===== config.mk =====
export PLATFORM = sky130hd
export DESIGN_NAME = branch_update_queue
export DESIGN_NICKNAME = d
export VERILOG_FILES = /design/src/rtl/bp_pkg.sv /design/src/rtl/buq_fifo.sv /design/src/rtl/branch_update_queue.sv
export SDC_FILE = /design/constraint.sdc
export NUM_CORES = 1
export LEC_CHECK = 0
export ABC_CLOCK_PERIOD_IN_PS = 10130
export CORE_MARGIN = 2
export CORE_UTILIZATION = 58
export DETAILED_ROUTE_END_ITERATION = 8
export PLACE_DENSITY = 0.95
export SKIP_LAST_GASP = 1
export SYNTH_ARGS = -nofsm -noshare
export SYNTH_HDL_FRONTEND = slang
export SYNTH_SLANG_ARGS = --single-unit

===== constraint.sdc =====
create_clock -name clk -period 10.13 [get_ports clk]
set_input_delay 2.026 -clock clk [delete_from_list [all_inputs] [get_ports clk]]
set_output_delay 2.026 -clock clk [all_outputs]
set_load 0.01 [all_outputs]

===== src/rtl/bp_pkg.sv =====
// Shared types and constants for the gselect predictor and its branch update queue.
package bp_pkg;
  localparam int PC_W    = 32;
  localparam int PC_INCR = 4;

  typedef struct packed {
    logic [PC_W-1:0] pc;
    logic            pred_taken;
    logic [PC_W-1:0] pred_target;
  } bp_entry_t;
endpackage


===== src/rtl/buq_fifo.sv =====
// In-order circular store of in-flight predicted branches with a flush-to-head squash.
module buq_fifo
  import bp_pkg::*;
#(
  parameter int DEPTH = 4,
  localparam int AW = $clog2(DEPTH)
) (
  input  logic       clk,
  input  logic       rst,
  input  logic       push,
  input  bp_entry_t  wdata,
  input  logic       pop,
  input  logic       flush,
  output bp_entry_t  head,
  output logic       head_vld,
  output logic [AW:0] count,
  output logic       full,
  output logic       empty
);
  logic [AW:0]      wr_ptr, rd_ptr, rd_nxt;
  logic [DEPTH-1:0] vld, vld_nxt;
  bp_entry_t        mem [DEPTH];

  assign rd_nxt   = rd_ptr + (AW+1)'(pop);
  assign head     = mem[rd_ptr[AW-1:0]];
  assign head_vld = vld[rd_ptr[AW-1:0]];
  assign count    = wr_ptr - rd_ptr;
  assign empty    = (wr_ptr == rd_ptr);
  assign full     = (wr_ptr[AW] != rd_ptr[AW]) && (wr_ptr[AW-1:0] == rd_ptr[AW-1:0]);

  // A flush drops everything younger than the popped head, so valid bits all clear.
  always_comb begin
    vld_nxt = vld;
    if (pop) vld_nxt[rd_ptr[AW-1:0]] = 1'b0;
    if (flush) vld_nxt = '0;
    else if (push) vld_nxt[wr_ptr[AW-1:0]] = 1'b1;
  end

  always_ff @(posedge clk or negedge rst) begin
    if (!rst) begin
      wr_ptr <= '0;
      rd_ptr <= '0;
      vld    <= '0;
    end else begin
      rd_ptr <= rd_nxt;
      vld    <= vld_nxt;
      if (flush)     wr_ptr <= rd_nxt;
      else if (push) wr_ptr <= wr_ptr + (AW+1)'(1);
    end
  end

  always_ff @(posedge clk) begin
    if (push && !flush) mem[wr_ptr[AW-1:0]] <= wdata;
  end
endmodule


===== src/rtl/branch_update_queue.sv =====
// Tracks predicted branches in flight, trains the predictor on resolve and redirects on mispredict.
// Optional BUQ_STATS_EN adds saturating branch / mispredict counters.
module branch_update_queue
  import bp_pkg::*;
#(
  parameter int DEPTH = 4,
  parameter int PC_W  = bp_pkg::PC_W
) (
  input  logic                     clk,
  input  logic                     rst,
  input  logic                     pred_valid,
  input  logic [PC_W-1:0]          pred_pc,
  input  logic                     pred_taken,
  input  logic [PC_W-1:0]          pred_target,
  input  logic                     resolve_valid,
  input  logic                     resolve_taken,
  input  logic [PC_W-1:0]          resolve_target,
  output logic                     update,
  output logic [PC_W-1:0]          branchPC,
  output logic [PC_W-1:0]          resultPC,
  output logic                     taken,
  output logic                     redirect,
  output logic [PC_W-1:0]          redirect_pc,
  output logic                     full,
  output logic                     empty,
  output logic [$clog2(DEPTH):0]   count,
  output logic                     err_sticky
`ifdef BUQ_STATS_EN
  ,
  output logic [31:0]              stat_branches,
  output logic [31:0]              stat_mispredicts
`endif
);
  bp_entry_t wdata, head;
  logic      head_vld, accept, mismatch, flush, push;

  assign wdata    = '{pc: pred_pc, pred_taken: pred_taken, pred_target: pred_target};
  assign accept   = resolve_valid && !empty && head_vld;
  assign mismatch = accept && ((resolve_taken != head.pred_taken) ||
                               (resolve_target != head.pred_target));
  assign flush    = mismatch;
  // A slot frees on a correct resolve, so a push into a full queue is legal then.
  // On a mispredict the same-cycle push is wrong-path and silently dropped.
  assign push     = pred_valid && (!full || accept) && !flush;

  buq_fifo #(.DEPTH(DEPTH)) u_fifo (
    .clk      (clk),
    .rst      (rst),
    .push     (push),
    .wdata    (wdata),
    .pop      (accept),
    .flush    (flush),
    .head     (head),
    .head_vld (head_vld),
    .count    (count),
    .full     (full),
    .empty    (empty)
  );

  always_ff @(posedge clk or negedge rst) begin
    if (!rst) begin
      update      <= 1'b0;
      redirect    <= 1'b0;
      taken       <= 1'b0;
      branchPC    <= '0;
      resultPC    <= '0;
      redirect_pc <= '0;
      err_sticky  <= 1'b0;
    end else begin
      update   <= accept;
      redirect <= mismatch;
      if (accept) begin
        branchPC    <= head.pc;
        resultPC    <= resolve_target;
        taken       <= resolve_taken;
        redirect_pc <= resolve_target;
      end
      if ((pred_valid && full && !accept) || (resolve_valid && empty))
        err_sticky <= 1'b1;
    end
  end

`ifdef BUQ_STATS_EN
  always_ff @(posedge clk or negedge rst) begin
    if (!rst) begin
      stat_branches    <= '0;
      stat_mispredicts <= '0;
    end else begin
      if (accept && stat_branches != 32'hFFFF_FFFF)      stat_branches    <= stat_branches + 32'd1;
      if (mismatch && stat_mispredicts != 32'hFFFF_FFFF) stat_mispredicts <= stat_mispredicts + 32'd1;
    end
  end
`endif
endmodule


-- Word level (Yosys, flattened, before mapping)
Memories as Yosys holds them, arrays and structs flattened.
Index checks and enable logic that the tools add are counted.
- latch bits: 0
- bits of input ports: 102
- ROM bits: 0
- register bits: 78
- memory bits (writable): 260
- memories: 1
- output and inout port bits: 105
- logic and storage cells: 58
- $add $sub $neg: 3
- bitwise logic cells: 3
- equality and inequality tests: 5
- order comparisons: 4
- muxes and demuxes: 13
- reductions and logical operators: 20
- shift-type cells: 0
- multipliers: 0
- divide/modulo/power cells: 0
- memories (memory ; depth ; bits a word ; read ports ; clocked after Yosys merged registers in ; write ports ; RTL line ; source):
    u_fifo.mem ; 4 ; 65 ; 1 ; 0 ; 1 ; buq_fifo.sv:22 ; bp_entry_t mem [DEPTH];
- operators by type and width (cell ; number):
    $ne 32x32->1 ; 1
    $logic_and 1x1->1 ; 12
    $mux 4 ; 3
    $lt 2x3->1 const B ; 2
    $mux 3 ; 2
    $mux 1 ; 5
    $and 4x4->4 ; 1
    $demux 1 s2 ; 2
    $ge 2x1->1 const B ; 2
    $logic_not 1->1 ; 4
    $not 4->4 ; 1
    $or 4x4->4 ; 1
    $add 3x1->3 ; 1
    $add 3x1->3 const B ; 1
    $eq 3x3->1 ; 1
    $logic_or 1x1->1 ; 3
    $sub 3x3->3 ; 1
    $bmux 1 s2 ; 1
    $eq 2x2->1 ; 1
    $ne 1x1->1 ; 2
    $reduce_bool 2->1 ; 1

-- Longest topological paths before layout
Gate-level depths: netlist of the first run.
- word-level depth: 10
- depth in mapped cells: 16
- gate-level depth less buffers: 10

-- Modules after synthesis
Synthesis of the first run repeated with hierarchy kept, for this count alone.
- cell total of the unflattened synthesis: 762
- area, all modules: 13166.4 sq um
- modules (own cells, without submodules) (module ; sequential area each (sq um) ; cells each ; area each (sq um) ; times used):
    buq_fifo ; 8057.7 ; 398 ; 9990.8 ; 1
    branch_update_queue ; 1701.6 ; 364 ; 3175.5 ; 1

-- Least setup slack after synthesis of the first run
OpenSTA, ideal clock, no wires.
- path kind: input to register
- start point: input resolve_valid
- end point: memory u_fifo.mem[0][0] (netlist name), enable pin
- data arrival time: 5609 ps
- stages: 6
- required time: 9642 ps
- setup slack: 4033 ps
- path through: nand2_1 or2_2 buf_2 a21boi_1 nand2_1 nor2_1
- cells in the longest elaborated chain, start to end: 8
- elaborated cells between the ends (all ways): 10
- those cells by class: 2 x mux; 8 x reduce/logical
- ends and longest elaborated chain (what ; RTL line ; source):
    from (decl) ; branch_update_queue.sv:15 ; input logic resolve_valid,
    $logic_and 1x1->1 (*) (2 in a row) ; branch_update_queue.sv:38 ; assign accept = resolve_valid && !empty && head_vld;
    $logic_or 1x1->1 / $logic_and 1x1->1 (equally long branches) ; branch_update_queue.sv:44, branch_update_queue.sv:39 ;
    $logic_and 1x1->1 / $logic_not 1->1 (equally long branches) ; branch_update_queue.sv:44, buq_fifo.sv:53 ;
    $logic_and 1x1->1 ; branch_update_queue.sv:44 ; assign push = pred_valid && (!full || accept) && !flush;
    $logic_and 1x1->1 (*) ; buq_fifo.sv:53 ; if (push && !flush) mem[wr_ptr[AW-1:0]] <= wdata;
    $mux 1 (*) ; buq_fifo.sv:53 ;
    $mux 1 (implied by the code) (*) ; buq_fifo.sv:53 ;
    to (decl) ; buq_fifo.sv:22 ;
Every way passes the cells marked *; elsewhere a longest branch is shown, timed or not.

-- Worst setup path after layout of the first run
- start point: register u_fifo.rd_ptr[0]
- end point: output count[1]
- cells in the longest elaborated chain, start to end: 1
- ends and longest elaborated chain (what ; RTL line ; source):
    from (decl) ; buq_fifo.sv:20 ; logic [AW:0] wr_ptr, rd_ptr, rd_nxt;
    from (signal assigned) ; buq_fifo.sv:45 ; rd_ptr <= rd_nxt;
    $sub 3x3->3 ; buq_fifo.sv:27 ; assign count = wr_ptr - rd_ptr;
    to (decl) ; branch_update_queue.sv:26 ; output logic [$clog2(DEPTH):0] count,
Every way passes these cells.

==> reports/metrics.csv, run 1 <==
metric,value,unit
status,finished clean,
synth.avg_cell_area,17.3,um2
clk_latency,0.54,ns
switching_share,0.314,
regArea,9770,um2
clock-skew-final,0.0169,ns
fmax,185,MHz
htree_levels,1,
drc,0,
slew_headroom,0.326,
yosysWarnings,0,
pwr-share-comb,0.346,
place_ws,4.55,ns
tns,0,ns
ys_seq_area_frac,0.743,
drtIter0Drc,514,
finalSetupViolations,0,
rsz0062_at_grt,false,
drive_gt1_frac,0.133,
hp-class,flip-flop to flip-flop,
multi_input_area,2980,um2
initial_utilization,0.585,
startpoint,u_fifo.rd_ptr[0],
slowest_stage,dfrtp_4,
io_buffer_count,206,
power_density,313,nW/um2
cts_setup_buffers,0,
p_seq_frac,0.422,
via_per_inst,5.73,
dp_hpwl,17300,um
postCtsHoldBufs,0,
synth_edf_count,260,
totalWireLength,28200,um
clk_pin_slew_worst_paths,0.06,ns
critPathLaunchType,flip-flop,
io_pins,207,
clk_path_buf_depth,3,
grt_remaining_overflow,0,
crit_arrival,3.37,ns
core_area,22400,um2
antenna_found_initial,3,
area_growth,24.2,%
post-place-cells,1195,
ir_drop,0.168,mV
numCtsBuffers,31,
p_leak,5.94,nW
grt_pass1_vias,7532,
drv_cap,0,
drv_slew,0,
finalCritPeriodShare,0.533,
synth_nets,870,
design_area,16300,um2
wl_per_cell,22.5,um
yosysUniqueCellTypes,30,
cts_tree,yes,
nNetsFinal,1054,
power.internal,3.49,mW
drt_pass1_iterations,5,
finalCriticalPeriod,5.40,ns
hold_viol,0,
hold_start,branchPC[5],
critPathCaptureType,output port,
ys_ff_latch,338,
ant_nets,0,
mappedNetlistArea,13100,um2
yosys.area.top_type,edfxtp_1,
final_cells,1255,
cp.required,8.10,ns
grt_max_degree,71,
async_flop_share,0.231,
clock_sinks,338,
r2r-start,u_fifo.rd_ptr[1],
fp.dieArea,23900,um2
switchingPower,1.60,mW
vias,7186,
worst_slack,4.73,ns
max_slew.worst_pin.slew,1.01,ns
grt_pass1_wl,43000,um
yosysTopAreaCellShare,0.595,
cts-root-buf,clkbuf_16,
placementRows,55,
netlist_instances,759,
grt_use_total,0.237,
cts_resized,0,
die_w,154,um
synth_area_leaders,"edfxtp_1 59%, dfrtp_1 15%, mux4_2 11%",
crit_type,flip-flop to output port,
cp_max_fo,44,
critical-path-max-stage-delay,0.80,ns
p_clk_frac,0.232,
yosys_most_used_dff,edfxtp_1,
path_cells,buf_4 > ha_1 > fa_1 > inv_1 > clkdlybuf4s50_1,
place.gp.congestion,0.787,
die_y,154,um
fillers,1243,
placement.cell_area,15300,um2
==> through the flow <==
step / utilization / hold slack [ns] / total power, mW
CTS: 0.726 / 0.477 / 5.13
detailed placement: 0.680 / 0.462 / 3.94
floorplan: - / 0.474 / 3.25
global placement: 0.680 / 0.451 / 3.85
global route: 0.726 / 0.501 / 5.33
finish: 0.726 / 0.472 / 5.10
==> worst max-delay path, delay by kind of cell (launching register included) <==
kind	cells	cell delay, ns
buffers and inverters	3	1.34
adder cells (fa/ha/maj)	2	0.69
flip-flops	1	0.80
==> final timing paths <==
check,slack (ns),depth (start not counted),end
min in group asynchronous,1.41,1,branchPC[24]
worst max-delay path,4.73,5,count[1]
max in group asynchronous,7.66,2,u_fifo.rd_ptr[0]
worst max register to register,4.95,10,u_fifo.mem[3][31]
worst min register to register,0.47,2,branchPC[5]
worst min-delay path,0.47,2,branchPC[5]
==> layout by cell type (no fill, tap or decap), types with 2 or more instances in the layout <==
cell	count
edfxtp_1	260
clkdlybuf4s50_1	205
nand2_1	202
dfrtp_1	76
mux4_2	62
xnor2_1	33
clkbuf_16	31
buf_4	10
ha_1	8
clkbuf_1	8
nand4_1	7
inv_1	6
clkinv_1	6
xor2_1	5
a21oi_1	5
bufinv_16	5
mux4_1	4
nor2_4	4
clkinv_4	4
diode_2	3
nand3_1	3
mux2_2	3
nor3_1	2
o31ai_1	2
o21ai_0	2
clkinvlp_4	2
dfrtp_4	2
==> layer usage <==
layer / GRT usage / part of all wire
met1: 0.306 / 0.38
met2: 0.411 / 0.52
met3: 0.0350 / 0.057
met4: 0.0961 / 0.037
met5: 0 / 0
==> power by group through the flow <==
| stage | combinational, mW | sequential [mW] | clock (mW) |
|---|---|---|---|
| 4_1_cts | 1.79 | 2.15 | 1.20 |
| 5_1_grt | 1.90 | 2.19 | 1.24 |
| 3_3_place_gp | 1.71 | 2.14 | 0 |
| 3_5_place_dp | 1.77 | 2.17 | 0 |
| 2_1_floorplan | 1.10 | 2.14 | 0 |
| 6_report | 1.76 | 2.15 | 1.18 |
==> synth_stat cells, types with 6 or more instances <==
master,n
edfxtp_1,260
nand2_1,202
dfrtp_1,78
mux4_2,62
buf_4,33
xnor2_1,33
clkbuf_1,17
ha_1,8
inv_1,7
nand4_1,7
buf_1,6
==> area by class of cell <==
cell class,instances,share of cell area
Antenna cell,3,0.000461
Clock buffer,39,0.0494
Clock inverter,18,0.0142
Inverter,7,0.00161
Multi-Input combinational cell,350,0.183
Sequential cell,338,0.599
Tap cell,285,0.0219
Timing Repair Buffer,215,0.131
==> flip-flops by register name, indices dropped and copies added, names as in the netlist <==
| name | count |
|---|---|
| update | 1 |
| u_fifo.wr_ptr | 3 |
| branchPC | 32 |
| u_fifo.rd_ptr | 3 |
| redirect_pc | 32 |
| u_fifo.mem | 260 |
| redirect | 1 |
| err_sticky | 1 |
| u_fifo.vld | 4 |
| taken | 1 |
==> logic make-up (layout without fill, tap and decap cells) <==
logic type	count (synthesis)	in the layout	synth area share
compound gates	12	12	0.00543
xor+xnor	38	38	0.0254
fa+ha+maj	9	9	0.00915
buf+inv	71	279	0.0326
flops	338	338	0.743
mux	70	70	0.118
other cells	0	3	0
simple gates	221	221	0.0659
(Power assumes the default switching activity.)
==> inputs of run 2 (changes only) <==
Settings changed: ABC_CLOCK_PERIOD_IN_PS 10130 to 4500, CORE_UTILIZATION 58 to 48, PLACE_DENSITY 0.95 to 0.86.
Clock period 10.13 ns to 4.5 ns, I/O delays scaled along.
==> run 2 against run 1 <==
Against the previous run: clock skew fell by 0.0079 ns; total power increased by 130%; clock-buffer cell count is 4 lower; final cell count up 4.9%; non-clock buffer count up 6; clock power rose by 130%; sequential power increased by 130%; sequential share of layout area shrank 0.66 points; critical path type is now flip-flop to flip-flop; critical endpoint is now u_fifo.mem[1][38].
==> reports/metrics.csv, run 2 (same netlist as run 1, synthesis figures left out) <==
metric,value,unit,change
numCtsBuffers,31,,unchanged
ant_nets,0,,unchanged
slew_headroom,0.307,,-0.0186
p_leak,6.00,nW,+1.0%
r2r-start,u_fifo.rd_ptr[0],,
ir_drop,0.297,mV,+77%
totalWireLength,27800,um,-1.2%
crit_arrival,4.32,ns,+0.95 ns
clock-skew-final,0.00899,ns,-0.00792 ns
drv_slew,0,,unchanged
grt_pass1_wl,43000,um,about the same
max_slew.worst_pin.slew,1.04,ns,+0.0246 ns
drt_pass1_iterations,5,,unchanged
core_area,26900,um2,+20%
die_w,169,um,+9.7%
path_cells,mux4_1 > xnor2_1 > nand4_1 > nor4_2 > a31oi_2 > nor2_4 > buf_12,,
nNetsFinal,1060,,+0.57%
drive_gt1_frac,0.145,,+0.0114
worst-path-buf-inv,1,,-2
ff2ff_setup_slack,0.43,ns,-4.52 ns
cts_resized,0,,unchanged
utilization,0.613,,-0.113
cts-root-buf,clkbuf_16,,
grt_max_degree,46,,-35%
grt_remaining_overflow,0,,unchanged
finalCritPeriodShare,0.906,,
final_common_cell,edfxtp_1,,
antenna_found_initial,3,,unchanged
via_per_inst,5.38,,-6.0%
die_y,169,um,+9.7%
hold_viol,0,,unchanged
cp_top_family,simple AND/OR/NAND/NOR gates,,
cts_setup_buffers,0,,unchanged
clock_sinks,338,,unchanged
reg2reg_to,u_fifo.mem[1][38],,
clk_latency,0.55,ns,about the same
finalCriticalPeriod,4.07,ns,
drtIter0Drc,520,,+1.2%
grt_pass1_vias,7582,,+0.66%
vias,7092,,-1.3%
finalSetupViolations,0,,unchanged
tns,0,ns,unchanged
post-place-cells,1257,,+5.2%
critical-path-max-stage-delay,0.95,ns,+0.15 ns
slowest_stage,dfrtp_4,,
drv_cap,0,,unchanged
initial_utilization,0.488,,-0.0967
wl_per_cell,21.1,um,-5.9%
layout_common_cells,"260 x edfxtp_1, 205 x clkdlybuf4s50_1, 202 x nand2_1",,
fmax,245,MHz,
io_pins,207,,unchanged
critPathCaptureType,flip-flop,,
crit_type,flip-flop to flip-flop,,
final_cells,1317,,+4.9%
reg2reg_depth,7,,-3
p_total,11.5,mW,+130%
drc,0,,unchanged
largest_reg_flops,260,,unchanged
cp_max_fo,42,,-4.5%
status,finished clean,,
placementRows,60,,+9.1%
cp.required,4.75,ns,-3.35 ns
htree_levels,1,,unchanged
power_density,699,nW/um2,+120%
hp-class,primary input to asynchronous set/reset pin,,
area_growth,25.5,%,
fillers,1857,,+49%
postCtsHoldBufs,0,,unchanged
fp.dieArea,28700,um2,+20%
cts_tree,yes,,
dp_hpwl,17900,um,+3.4%
clk_pin_slew_worst_paths,0.07,ns,about the same
place.gp.congestion,0.767,,-2.5%
critPathLaunchType,flip-flop,,
io_buffer_count,206,,unchanged
clk_path_buf_depth,3,,unchanged
grt_use_total,0.197,,-0.0399
rsz0062_at_grt,false,,
run 2: worst max-delay path by stage:
stage	from	end	slack, ns	cells after the start
after CTS	u_fifo.rd_ptr[0]	u_fifo.mem[1][38]	0.31	7
after floorplan	u_fifo.rd_ptr[1]	u_fifo.mem[1][0]	-0.30	12
after global routing	u_fifo.rd_ptr[0]	u_fifo.mem[1][38]	0.12	7
after detailed placement	u_fifo.rd_ptr[0]	u_fifo.mem[1][0]	0.37	7
after global placement	u_fifo.rd_ptr[0]	u_fifo.mem[1][12]	0.51	7
final	u_fifo.rd_ptr[0]	u_fifo.mem[1][38]	0.43	7
run 2: final cells by class:
cell class / count / area, um2 / share of cell area
Timing Repair Buffer: 221 / 2210 / 0.134
Tap cell: 341 / 427 / 0.0259
Antenna cell: 2 / 5.00 / 0.000304
Clock buffer: 35 / 791 / 0.0480
Sequential cell: 338 / 9770 / 0.593
Inverter: 7 / 26.3 / 0.00159
Clock inverter: 23 / 277 / 0.0168
Multi-Input combinational cell: 350 / 2980 / 0.181
run 2: report_power, final:
part	switching (mW)	internal (mW)	leakage [nW]
logic	1.92	2.02	2.14
clock network	1.11	1.61	0.513
registers	0.530	4.33	3.34
run 2: routing by layer:
metal | wire length [um] | vias to the layer above | track usage | share of wire
li1 | - | 3153 | - | -
met1 | 11100 | 3643 | 0.257 | 0.40
met2 | 14500 | 239 | 0.339 | 0.52
met3 | 1460 | 55 | 0.0319 | 0.052
met4 | 771 | 2 | 0.0687 | 0.028
met5 | 13 | - | 0 | 0.00047
run 2: metrics by stage:
stage | area [um2] | setup WS, ns | hold WS [ns]
2_1_floorplan | 13100 | -0.303 | 0.474
3_3_place_gp | 15400 | 0.508 | 0.455
3_5_place_dp | 15400 | 0.371 | 0.460
4_1_cts | 16500 | 0.315 | 0.372
5_1_grt | 16500 | 0.125 | 0.410
6_report | 16500 | 0.425 | 0.369
